===== src/rtl/fetch_unit_if.sv =====
// Fetch-stage bundle: control inputs, instruction-memory bus and the IF/ID slot.
// Valid/ready: none; if_valid qualifies if_instruction/if_pcplus1 every cycle.
interface fetch_unit_if #(
  parameter int ADDR_W = 6
);
  logic              start;
  logic              halt;
  logic              stall;
  logic              flush;
  logic              branch_taken;
  logic [ADDR_W-1:0] branch_target;
  logic [ADDR_W-1:0] read_address;
  logic [31:0]       instruction;
  logic [31:0]       if_instruction;
  logic [ADDR_W-1:0] if_pcplus1;
  logic              if_valid;
  logic              running;

  modport master (
    input  start, halt, stall, flush, branch_taken, branch_target, instruction,
    output read_address, if_instruction, if_pcplus1, if_valid, running
  );

  modport slave (
    output start, halt, stall, flush, branch_taken, branch_target, instruction,
    input  read_address, if_instruction, if_pcplus1, if_valid, running
  );
endinterface


===== src/rtl/fetch_unit.sv =====
// Instruction-fetch stage: PC, IDLE/RUN/HALT control and the registered IF/ID slot.
// Optional performance counters are built when FETCH_PERF_EN is defined.
module fetch_unit #(
  parameter int                ADDR_W   = 6,
  parameter logic [ADDR_W-1:0] RESET_PC = '0
) (
  input  logic         clk,
  input  logic         rst_n,
  fetch_unit_if.master bus,
`ifdef FETCH_PERF_EN
  output logic [15:0]  fetch_count,
  output logic [15:0]  stall_count,
`endif
  output logic [1:0]   state_dbg
);

  typedef enum logic [1:0] {
    IDLE = 2'd0,
    RUN  = 2'd1,
    HALT = 2'd2
  } state_t;

  state_t            state;
  logic [ADDR_W-1:0] pc;
  logic [ADDR_W-1:0] pc_inc;
  logic [31:0]       slot_instr;
  logic [ADDR_W-1:0] slot_pcplus1;
  logic              slot_valid;
  logic              running_q;

  assign pc_inc             = pc + ADDR_W'(1);
  assign bus.read_address   = pc;
  assign bus.if_instruction = slot_instr;
  assign bus.if_pcplus1     = slot_pcplus1;
  assign bus.if_valid       = slot_valid;
  assign bus.running        = running_q;
  assign state_dbg          = state;

  always_ff @(posedge clk or negedge rst_n) begin
    if (!rst_n) begin
      state        <= IDLE;
      pc           <= RESET_PC;
      slot_instr   <= '0;
      slot_pcplus1 <= '0;
      slot_valid   <= 1'b0;
      running_q    <= 1'b0;
    end else begin
      case (state)
        IDLE: begin
          slot_instr   <= '0;
          slot_pcplus1 <= '0;
          slot_valid   <= 1'b0;
          // Halt wins over Start so a halted part never issues a fetch.
          if (bus.halt) begin
            state <= HALT;
          end else if (bus.start) begin
            state     <= RUN;
            running_q <= 1'b1;
          end
        end
        RUN: begin
          if (bus.branch_taken) begin
            pc           <= bus.branch_target;
            slot_instr   <= '0;
            slot_pcplus1 <= '0;
            slot_valid   <= 1'b0;
          end else if (bus.stall) begin
            if (bus.flush) begin
              slot_instr   <= '0;
              slot_pcplus1 <= '0;
              slot_valid   <= 1'b0;
            end
          end else begin
            pc <= pc_inc;
            if (bus.flush) begin
              slot_instr   <= '0;
              slot_pcplus1 <= '0;
              slot_valid   <= 1'b0;
            end else begin
              slot_instr   <= bus.instruction;
              slot_pcplus1 <= pc_inc;
              slot_valid   <= 1'b1;
            end
          end
          // The RUN update above still lands in the halting cycle.
          if (bus.halt) begin
            state     <= HALT;
            running_q <= 1'b0;
          end
        end
        HALT: begin
          slot_instr   <= '0;
          slot_pcplus1 <= '0;
          slot_valid   <= 1'b0;
        end
        default: begin
          state        <= IDLE;
          running_q    <= 1'b0;
          slot_instr   <= '0;
          slot_pcplus1 <= '0;
          slot_valid   <= 1'b0;
        end
      endcase
    end
  end

`ifdef FETCH_PERF_EN
  logic fetch_inc;
  logic stall_inc;

  assign fetch_inc = (state == RUN) && !bus.branch_taken && !bus.stall && !bus.flush;
  assign stall_inc = (state == RUN) && bus.stall && !bus.branch_taken;

  always_ff @(posedge clk or negedge rst_n) begin
    if (!rst_n) begin
      fetch_count <= '0;
      stall_count <= '0;
    end else begin
      if (fetch_inc && (fetch_count != 16'hFFFF)) fetch_count <= fetch_count + 16'd1;
      if (stall_inc && (stall_count != 16'hFFFF)) stall_count <= stall_count + 16'd1;
    end
  end
`endif

endmodule


===== src/flat_wrapper.sv =====
// flat-port wrapper written by rule: the top's interface ports become plain ports
module fetch_unit_flat 
#(
  parameter int                ADDR_W   = 6,
  parameter logic [ADDR_W-1:0] RESET_PC = '0
)
  (clk, rst_n, state_dbg, bus_start, bus_halt, bus_stall, bus_flush, bus_branch_taken, bus_branch_target, bus_instruction, bus_read_address, bus_if_instruction, bus_if_pcplus1, bus_if_valid, bus_running);
  fetch_unit_if #(.ADDR_W(ADDR_W)) bus_i ();
  input  logic clk;
  input  logic rst_n;
  output logic [1:0] state_dbg;
  input wire logic [$bits(bus_i.start)-1:0] bus_start;
  input wire logic [$bits(bus_i.halt)-1:0] bus_halt;
  input wire logic [$bits(bus_i.stall)-1:0] bus_stall;
  input wire logic [$bits(bus_i.flush)-1:0] bus_flush;
  input wire logic [$bits(bus_i.branch_taken)-1:0] bus_branch_taken;
  input wire logic [$bits(bus_i.branch_target)-1:0] bus_branch_target;
  input wire logic [$bits(bus_i.instruction)-1:0] bus_instruction;
  output wire logic [$bits(bus_i.read_address)-1:0] bus_read_address;
  output wire logic [$bits(bus_i.if_instruction)-1:0] bus_if_instruction;
  output wire logic [$bits(bus_i.if_pcplus1)-1:0] bus_if_pcplus1;
  output wire logic [$bits(bus_i.if_valid)-1:0] bus_if_valid;
  output wire logic [$bits(bus_i.running)-1:0] bus_running;
  assign bus_i.start = bus_start;
  assign bus_i.halt = bus_halt;
  assign bus_i.stall = bus_stall;
  assign bus_i.flush = bus_flush;
  assign bus_i.branch_taken = bus_branch_taken;
  assign bus_i.branch_target = bus_branch_target;
  assign bus_i.instruction = bus_instruction;
  assign bus_read_address = bus_i.read_address;
  assign bus_if_instruction = bus_i.if_instruction;
  assign bus_if_pcplus1 = bus_i.if_pcplus1;
  assign bus_if_valid = bus_i.if_valid;
  assign bus_running = bus_i.running;
  fetch_unit #(.ADDR_W(ADDR_W), .RESET_PC(RESET_PC)) u_core (.clk(clk), .rst_n(rst_n), .bus(bus_i), .state_dbg(state_dbg));
endmodule

===== config.mk =====
export PLATFORM = sky130hd
export DESIGN_NAME = fetch_unit_flat
export DESIGN_NICKNAME = d
export VERILOG_FILES = /design/src/rtl/fetch_unit_if.sv /design/src/rtl/fetch_unit.sv /design/src/flat_wrapper.sv
export SDC_FILE = /design/constraint.sdc
export NUM_CORES = 1
export LEC_CHECK = 0
export ABC_AREA = 1
export BUFFER_PORTS_ARGS = -buffer_cell sky130_fd_sc_hd__buf_2
export CAP_MARGIN = 30
export CORE_ASPECT_RATIO = 0.8
export CORE_MARGIN = 2
export CORE_UTILIZATION = 50
export DETAILED_ROUTE_END_ITERATION = 12
export PLACE_DENSITY = 0.95
export SETUP_SLACK_MARGIN = 0.1
export SYNTH_ARGS = -nofsm -noshare
export SYNTH_HDL_FRONTEND = slang
export SYNTH_SLANG_ARGS = --single-unit
export TNS_END_PERCENT = 1

===== constraint.sdc =====
create_clock -name clk -period 2.6 [get_ports clk]
set_input_delay 0.52 -clock clk [delete_from_list [all_inputs] [get_ports clk]]
set_output_delay 0.52 -clock clk [all_outputs]
set_load 0.05 [all_outputs]

## After elaboration in Yosys (flattened, before gate mapping)

Cells that the tools add are included.

| storage, ports and cells | value |
|---|---|
| logic and storage cells | 45 |
| flip-flop bits (word level) | 48 |
| bits of input ports | 45 |

| operators by class | value |
|---|---|
| add/subtract/negate cells | 1 |
| bitwise logic cells | 1 |
| reduce and logical (&&, ||, !) cells | 4 |
| muxes and demuxes | 25 |
| equality and inequality tests | 8 |

Operators with widths:

| kind | number |
|---|---|
| 32-bit 2-to-1 mux | 5 |
| 6-bit 2-to-1 mux | 7 |
| 1-bit 2-to-1 mux | 8 |
| 6-bit by 1-bit adder with 6-bit output, second input constant | 1 |
| 2-bit 2-to-1 mux | 3 |
| 2-bit inequality test, second input constant | 3 |
| 2-bit case mux with 3 select lines | 1 |
| 4-bit inequality test, second input constant | 1 |
| 4-bit AND reduction | 1 |
| 3-bit inequality test, second input constant | 1 |
| 1-bit case mux with 3 select lines | 1 |
| 3-bit AND reduction | 1 |
| 2-bit by 1-bit equality test with 1-bit output, second input constant | 1 |
| 2-bit equality test, second input constant | 1 |
| 2-bit logical NOT | 1 |
| 2-bit by 1-bit inequality test with 1-bit output, second input constant | 1 |
| 2-bit AND reduction | 1 |
| 1-bit NOT | 1 |

## Logic depth before layout (Yosys ltp)

Gate-level depths: netlist (run 1).

| depth | value |
|---|---|
| depth after elaboration | 5 |
| depth in mapped cells | 7 |
| mapped depth without buffers | 7 |

## Worst setup path before layout (run 1)

Ideal clock, no wire load.

| timing | value |
|---|---|
| path kind | register to register |
| start point | register u_core.state[0], in the netlist u_core.state_dbg[0] |
| end point | register u_core.slot_instr[21], in the netlist u_core.bus.if_instruction[21] |
| path buffers | 1 |
| cell stages (with the launch flop) | 6 |
| setup slack | 1.052 ns |
| arrival | 1.483 ns |
| library setup time | 0.065 ns |
| cells stage by stage | dfrtp_1 > nand2_2 > nor3_4 > buf_6 > nand2_2 > nand2_1 |

| on the way | value |
|---|---|
| word-level cells in the longest chain between the ends | 2 |
| elaborated cells on any way between the ends | 3 |

Ends and longest elaborated chain:

| item | RTL line | source |
|---|---|---|
| start, declared | fetch_unit.sv:23 | `state_t state;` |
| start signal, assigned | fetch_unit.sv:41 | `state <= IDLE;` |
| start signal, assigned | fetch_unit.sv:55 | `state <= HALT;` |
| start signal, assigned | fetch_unit.sv:57 | `state <= RUN;` |
| 2-bit by 1-bit equality test with 1-bit output * | fetch_unit.sv:48 | `case (state)` |
| 4-bit inequality test (no line) / 32-bit 2-to-1 mux (equally long branches) | n/a |  |
| end signal, assigned | fetch_unit.sv:80 | `slot_instr <= bus.instruction;` |
| end, declared | fetch_unit.sv:26 | `logic [31:0] slot_instr;` |

Mark *: on every way between the ends. The rest lies on a longest branch, timed or not.
A chain may end at the register's enable or synchronous reset.

## Worst setup path in the final report (run 1)

| timing | value |
|---|---|
| start point | register u_core.state[1], in the netlist u_core.state_dbg[1] |
| end point | register u_core.slot_pcplus1[1], in the netlist u_core.bus.if_pcplus1[1] |

| on the way | value |
|---|---|
| word-level cells in the longest chain between the ends | 2 |
| elaborated cells on any way between the ends | 3 |

Ends and longest elaborated chain:

| item | RTL line | source |
|---|---|---|
| 2-bit by 1-bit equality test with 1-bit output * | fetch_unit.sv:48 |  |
| 4-bit inequality test (no line) / 6-bit 2-to-1 mux (equally long branches) | n/a |  |
| end signal, assigned | fetch_unit.sv:81 | `slot_pcplus1 <= pc_inc;` |
| end, declared | fetch_unit.sv:27 | `logic [ADDR_W-1:0] slot_pcplus1;` |

Marked as above.

==> results of run 1 <==
## placed cells by master (no fill, tap or decap), drive strengths merged
cell	Yosys	layout
clkbuf	2	5
xor2	1	1
nand3	4	4
ha	1	1
clkinv	1	1
o21bai	1	1
o21ai	11	11
nor2	9	9
xnor2	1	1
bufinv	0	2
or2	1	1
a21oi	3	3
inv	14	14
nand2	131	131
buf	5	95
o211ai	1	1
nor3	2	2
o21a	1	1
dfrtp	48	48
## through the flow
stage	power [W]	setup slack, ns	hold WS (ns)	std cells	cell area [sq um]
2_1_floorplan	0.000880	1.05	0.224	237	2040
3_3_place_gp	0.000956	0.959	0.448	379	2540
3_5_place_dp	0.000963	0.857	0.455	380	2560
4_1_cts	0.00157	1.02	0.231	387	2690
5_1_grt	0.00163	0.842	0.254	387	2690
6_report	0.00156	1.05	0.227	387	2690
## critical path: stages (launching register included)
cell	delay [ns]
dfrtp_1	0.40
inv_1	0.09
nand2_2	0.12
nor3_4	0.18
buf_4	0.40
inv_2	0.08
o21ai_0	0.18
## cell type report
cell class,count,area (sq um)
well taps,55,68.8
repair buffers,95,503
inverters,15,56.3
clock buffers,5,68.8
clock inverters,2,60.1
fillers,309,1160
multi-input cells,167,734
flip-flops and latches,48,1200
## power by group through the flow
stage                     Combinational [W]  Sequential, W  Clock [W]
after detailed placement           0.000172       0.000792          0
after global placement             0.000164       0.000792          0
after CTS                          0.000172       0.000777   0.000625
final                              0.000170       0.000777   0.000611
after global routing               0.000187       0.000781   0.000661
after floorplan                   0.0000433       0.000837          0
## cells by family (layout without fill, tap and decap cells)
family                   Yosys count  in the layout
AO/OA/AOI/OAI                     17             17
XOR/XNOR                           2              2
buffers and inverters             22            117
AND/OR/NAND/NOR                  147            147
adder cells (fa/ha/maj)            1              1
flip-flops                        48             48
## state kept, by name (all words and copies together), names as in the netlist
name,count
u_core.bus.if_pcplus1,6
u_core.bus.running,1
u_core.bus.read_address,6
u_core.state_dbg,2
u_core.bus.if_valid,1
u_core.bus.if_instruction,32
## worst max-delay path by stage
stage,depth (start not counted),from,end,slack (ns)
2_1_floorplan,5,u_core.state_dbg[0]$_DFFE_PN0P_,u_core.bus.if_instruction[21]$_DFFE_PN0P_,1.05
6_report,6,u_core.state_dbg[1]$_DFFE_PN0P_,u_core.bus.if_pcplus1[1]$_DFFE_PN0P_,1.05
3_5_place_dp,7,bus_branch_taken,u_core.bus.if_pcplus1[1]$_DFFE_PN0P_,0.86
4_1_cts,6,u_core.state_dbg[1]$_DFFE_PN0P_,u_core.bus.if_pcplus1[1]$_DFFE_PN0P_,1.02
3_3_place_gp,7,bus_branch_taken,u_core.bus.if_pcplus1[4]$_DFFE_PN0P_,0.96
5_1_grt,6,u_core.state_dbg[1]$_DFFE_PN0P_,u_core.bus.if_pcplus1[1]$_DFFE_PN0P_,0.84
## routing by layer
| layer | vias up | global-route usage (%) | part of all wire, % | wire (microns) |
|---|---|---|---|---|
| met1 | 846 | 24.3 | 44 | 2010 |
| met2 | 71 | 37.5 | 46 | 2110 |
| met3 | 5 | 6.22 | 9.3 | 424 |
| met4 | 0 | 6.77 | 0.94 | 43 |
| met5 | - | 0 | 0 | 0 |
| li1 | 911 | - | - | - |
==> out/qor.csv, run 1 <==
metric,value,unit
die_h,61.2,microns
seq_area_frac_synth,58.8,%
p_sw_share,23.4,%
die_x,75.5,microns
fin_setup_tns,0,ns
synth_edf_count,0,
grt_start_max_net_pins,40,
leakage,1.69,nW
status,"finished, final reports clean",
p_int,0.00119,W
synth_top_family_by_area,simple AND/OR/NAND/NOR gates,
vias,1833,
antenna_found_initial,0,
ctsHoldBuffers,0,
numPortBuffers,92,
synth_seq_cells,48,
timing.final.crit_share,59.6,%
cts-resized-gates,0,
ys_async_sr_fraction,100,%
dr.first_iter.drc_count,62,
clk_latency,0.29,ns
comb_power_share,10.9,%
track_usage,20.9,%
vias_per_cell,4.74,
cp_data_arrival_time,1.76,ns
htree_levels,2,
nets,378,
first_pass_iters,4,
r2r_cells,6,
dp_hpwl,3.46,mm
clk_path_buf_depth,2,
synth_warnings,0,
reg2reg_from,u_core.state_dbg[1]$_DFFE_PN0P_,
area_delta_synth_final,31.9,%
drv_slew,0,
synth-compound-area-share,4.53,%
totalWireLength,4.58,mm
worstHoldPathType,in -> async,
tightest_slew,0.635,ns
fmax,0.645,GHz
syn_area_per_cell,8.62,sq um
ant_nets,0,
grt_pass1_wl,7.22,mm
num_rows,20,
die-area,0.00461,sq mm
routabilityCongestion,0.840,
coreArea,0.00385,sq mm
start_kind,flop,
synth_top_flop_cell,dfrtp_1,
fin_util,69.9,%
synthCells,237,
yosys.area_share.simple,29.7,%
grt_overflow,0,
grt_pass1_vias,1656,
post_cts_buffers,0,
path_clk_slew,0.08,ns
syn-num-nets,283,
setup_viol,0,
initial_utilization,53.0,%
hold_violations,0,
layout-drive-gt1-share,35.5,%
power.density,579,mW/mm^2
synth-adder-area-share,0.613,%
yosys-top-cells-area,"dfrtp_1 (59%), nand2_1 (22%), nand2_2 (3.4%)",
power_switching,0.000364,W
ir_drop,0.544,mV
cts_num_sinks,48,
slew_headroom,57.4,%
cts_tree,built,
routedWlPerCell,11.8,microns
worst-setup-path-type,reg -> reg,
finClkSkew,0.00288,ns
clockRootBuffer,clkbuf_8,
seqPwrFrac,49.9,%
synth.top_cell.area_share,58.8,%
cp-end-kind,flop,
rrSetupSlack,1.05,ns
synthXorXnorAreaFrac,0.858,%
clockPowerShare,39.2,%
r2r-end,u_core.bus.if_pcplus1[1]$_DFFE_PN0P_,
cts-buffers-inserted,5,
path_max_fanout,36,
rsz0062_at_grt,false,
yosysTopAreaCell,dfrtp_1,
cap_violations,0,
drc,0,
post-route-min-period,1.55,ns
cp.required,2.81,ns
io_pins,93,
diodes,0,
yosysMostFrequentCell,nand2_1,
synthDistinctLibCells,23,
synth_common_cells,"nand2_1 (120), dfrtp_1 (48), inv_1 (12), nand2_2 (11), o21ai_0 (10)",
muxShareOfSynthArea,0,%
synthesis.area,0.00204,sq mm
Note: power is estimated with default switching activity, not from simulation.
==> run 2: changes to the inputs <==
Settings changed: CORE_UTILIZATION 50 to 42, PLACE_DENSITY 0.95 to 0.88.
Clock period 2.6 ns to 1.3 ns, I/O delays scaled along.
==> out/qor.csv, run 2 (synthesis gave the netlist of run 1 again) <==
metric,value,unit,change
status,"finished, final reports clean",,
reg2reg_from,u_core.bus.read_address[0]$_DFFE_PN0P_,,
antenna_found_initial,0,,unchanged
start_kind,flop,,
drc,0,,unchanged
dp_hpwl,3.51,mm,+1.3%
timing.final.crit_share,96.4,%,+37 points
drv_slew,0,,unchanged
num_rows,22,,+10%
fillers,412,,+33%
critPathMaxStageDelay,0.39,ns,about the same
area_delta_synth_final,44.7,%,
grt_pass1_wl,7.44,mm,+3.1%
dr.first_iter.drc_count,58,,-6.5%
nets,390,,+3.2%
routedWlPerCell,11.7,microns,-0.98%
grt_start_max_net_pins,27,,-33%
routabilityCongestion,0.842,,+0.30%
crit_slowest_cell,dfrtp_2,,
io_pins,93,,unchanged
totalWireLength,4.75,mm,+3.6%
tightest_slew,0.338,ns,-0.297 ns
path_clk_slew,0.08,ns,about the same
first_pass_iters,4,,unchanged
cp.required,1.49,ns,-1.32 ns
leakage,1.73,nW,+2.5%
finalNonFillerCells,405,,+4.7%
cts_tree,built,,
die-area,0.00544,sq mm,+18%
r2r_cells,7,,+1
most-common-layout-cells,"nand2_1 (119), buf_2 (51), dfrtp_1 (42)",,
worstHoldPathType,in -> reg,,
worst_hold_slack,0.165,ns,-0.0617 ns
startpoint,u_core.bus.read_address[0]$_DFFE_PN0P_,,
die_x,82.0,microns,+8.6%
vias,1882,,+2.7%
cp-end-kind,flop,,
grt_pass1_vias,1706,,+3.0%
initial_utilization,44.2,%,-8.8 points
post-route-min-period,1.25,ns,-0.297 ns
clk_latency,0.29,ns,about the same
clockRootBuffer,clkbuf_8,,
rrSetupSlack,0.05,ns,-1.00 ns
rsz0062_at_grt,true,,
path_max_fanout,3,,-92%
diodes,0,,unchanged
die_h,66.4,microns,+8.5%
htree_levels,2,,unchanged
numPortBuffers,92,,unchanged
critPathCapture,u_core.bus.read_address[5]$_DFFE_PN0P_,,
dpl.cell_count,394,,+3.7%
clk_path_buf_depth,2,,unchanged
hold_violations,0,,unchanged
track_usage,18.0,%,-2.9 points
worst-setup-path-type,reg -> reg,,
power.density,987,mW/mm^2,+71%
vias_per_cell,4.65,,-1.9%
cp_data_arrival_time,1.44,ns,-0.32 ns
grt_overflow,0,,unchanged
setup_viol,0,,unchanged
layout_commonest_cell,nand2_1,,
cts-buffers-inserted,5,,unchanged
slew_headroom,77.5,%,+20 points
fin_util,63.9,%,-6.0 points
r2r-end,u_core.bus.read_address[5]$_DFFE_PN0P_,,
coreArea,0.00462,sq mm,+20%
layout-drive-gt1-share,41.4,%,+5.9 points
ant_nets,0,,unchanged
largest_register_ffs,32,,unchanged
finClkSkew,0.00611,ns,+0.00323 ns
cts_num_sinks,48,,unchanged
cap_violations,0,,unchanged
ir_drop,0.683,mV,+25%
crit_chain,buf_6 > buf_4 > nand3_1 > o21bai_1 > nand3_1 > nand2_1 > nand2_1,,
fmax,0.798,GHz,+24%
==> run 2: cell types whose count changed in the layout (fill, tap and decap cells not counted), moves of 2 or more <==
cell	delta
buf_2	-41
bufinv_16	-2
clkbuf_4	+26
dfrtp_1	-6
dfrtp_2	+6
o21ai_1	+6
o21ai_0	-7
buf_4	+18
buf_12	+2
buf_8	+3
buf_6	+4
clkinvlp_4	+2
==> run 2: through the flow <==
step,setup slack (ns),TNS [ns],cell area [sq um],power [W]
2_1_floorplan,-0.109,-2.73,2050,0.00176
3_3_place_gp,0.0576,0,2650,0.00194
3_5_place_dp,-0.0990,-0.125,2650,0.00195
4_1_cts,0.0352,0,2820,0.00291
5_1_grt,-0.0361,-0.292,2950,0.00306
6_report,0.0468,0,2950,0.00292
==> run 2: repair_timing <==
item | 4_1_cts | 5_1_grt
endpoints found under the setup margin | 52 | 87
hold buffers | 1 | 0
gates resized for setup | 13 | 65
setup buffers | 2 | 0
hold endpoints to repair | 48 | 0
pin swaps | 1 | 8
cloned | 0 | 0
==> run 2: area by class of cell <==
type	count	area [sq um]	share of cell area, %
flip-flops and latches	48	1210	40.9
multi-input cells	167	768	26.0
repair buffers	107	741	25.1
clock buffers	6	82.6	2.80
well taps	60	75.1	2.54
inverters	15	63.8	2.16
clock inverters	2	15.0	0.508
==> run 2: how the worst min path moves through the flow <==
| stage | endpoint | slack (ns) | startpoint | depth (start not counted) |
|---|---|---|---|---|
| after floorplan | u_core.bus.if_instruction[0]$_DFFE_PN0P_ | -0.04 | rst_n | 0 |
| after global placement | u_core.bus.if_instruction[18]$_DFFE_PN0P_ | 0.25 | rst_n | 2 |
| after detailed placement | u_core.bus.running$_DFFE_PN0P_ | 0.25 | rst_n | 2 |
| after CTS | u_core.bus.if_instruction[30]$_DFFE_PN0P_ | 0.15 | bus_instruction[30] | 3 |
| after global routing | u_core.bus.if_instruction[4]$_DFFE_PN0P_ | 0.14 | bus_instruction[4] | 3 |
| final | u_core.bus.if_instruction[4]$_DFFE_PN0P_ | 0.17 | bus_instruction[4] | 3 |
==> run 2: routing by layer <==
layer  vias to the layer above  track usage (%)  part of all wire, %
met5                         -                0                    0
met4                         0             3.54                  1.1
met3                         4             4.51                  7.6
met2                        76             30.4                   48
met1                       869             23.5                   44
li1                        933                -                    -
==> run 2: worst max-delay path: cells and delay by family (launching register included) <==
kind	cells	cell delay (ns)
buffers and inverters	2	0.23
AOI/OAI and AO/OA	1	0.21
and+or+nand+nor	4	0.33
DFF	1	0.39
==> run 2: power breakdown <==
part | total [W] | switching [W] | internal (W)
combinational | 0.000449 | 0.000260 | 0.000189
sequential | 0.00156 | 0.0000410 | 0.00152
clock | 0.000904 | 0.000473 | 0.000430
total | 0.00292 | 0.000774 | 0.00214
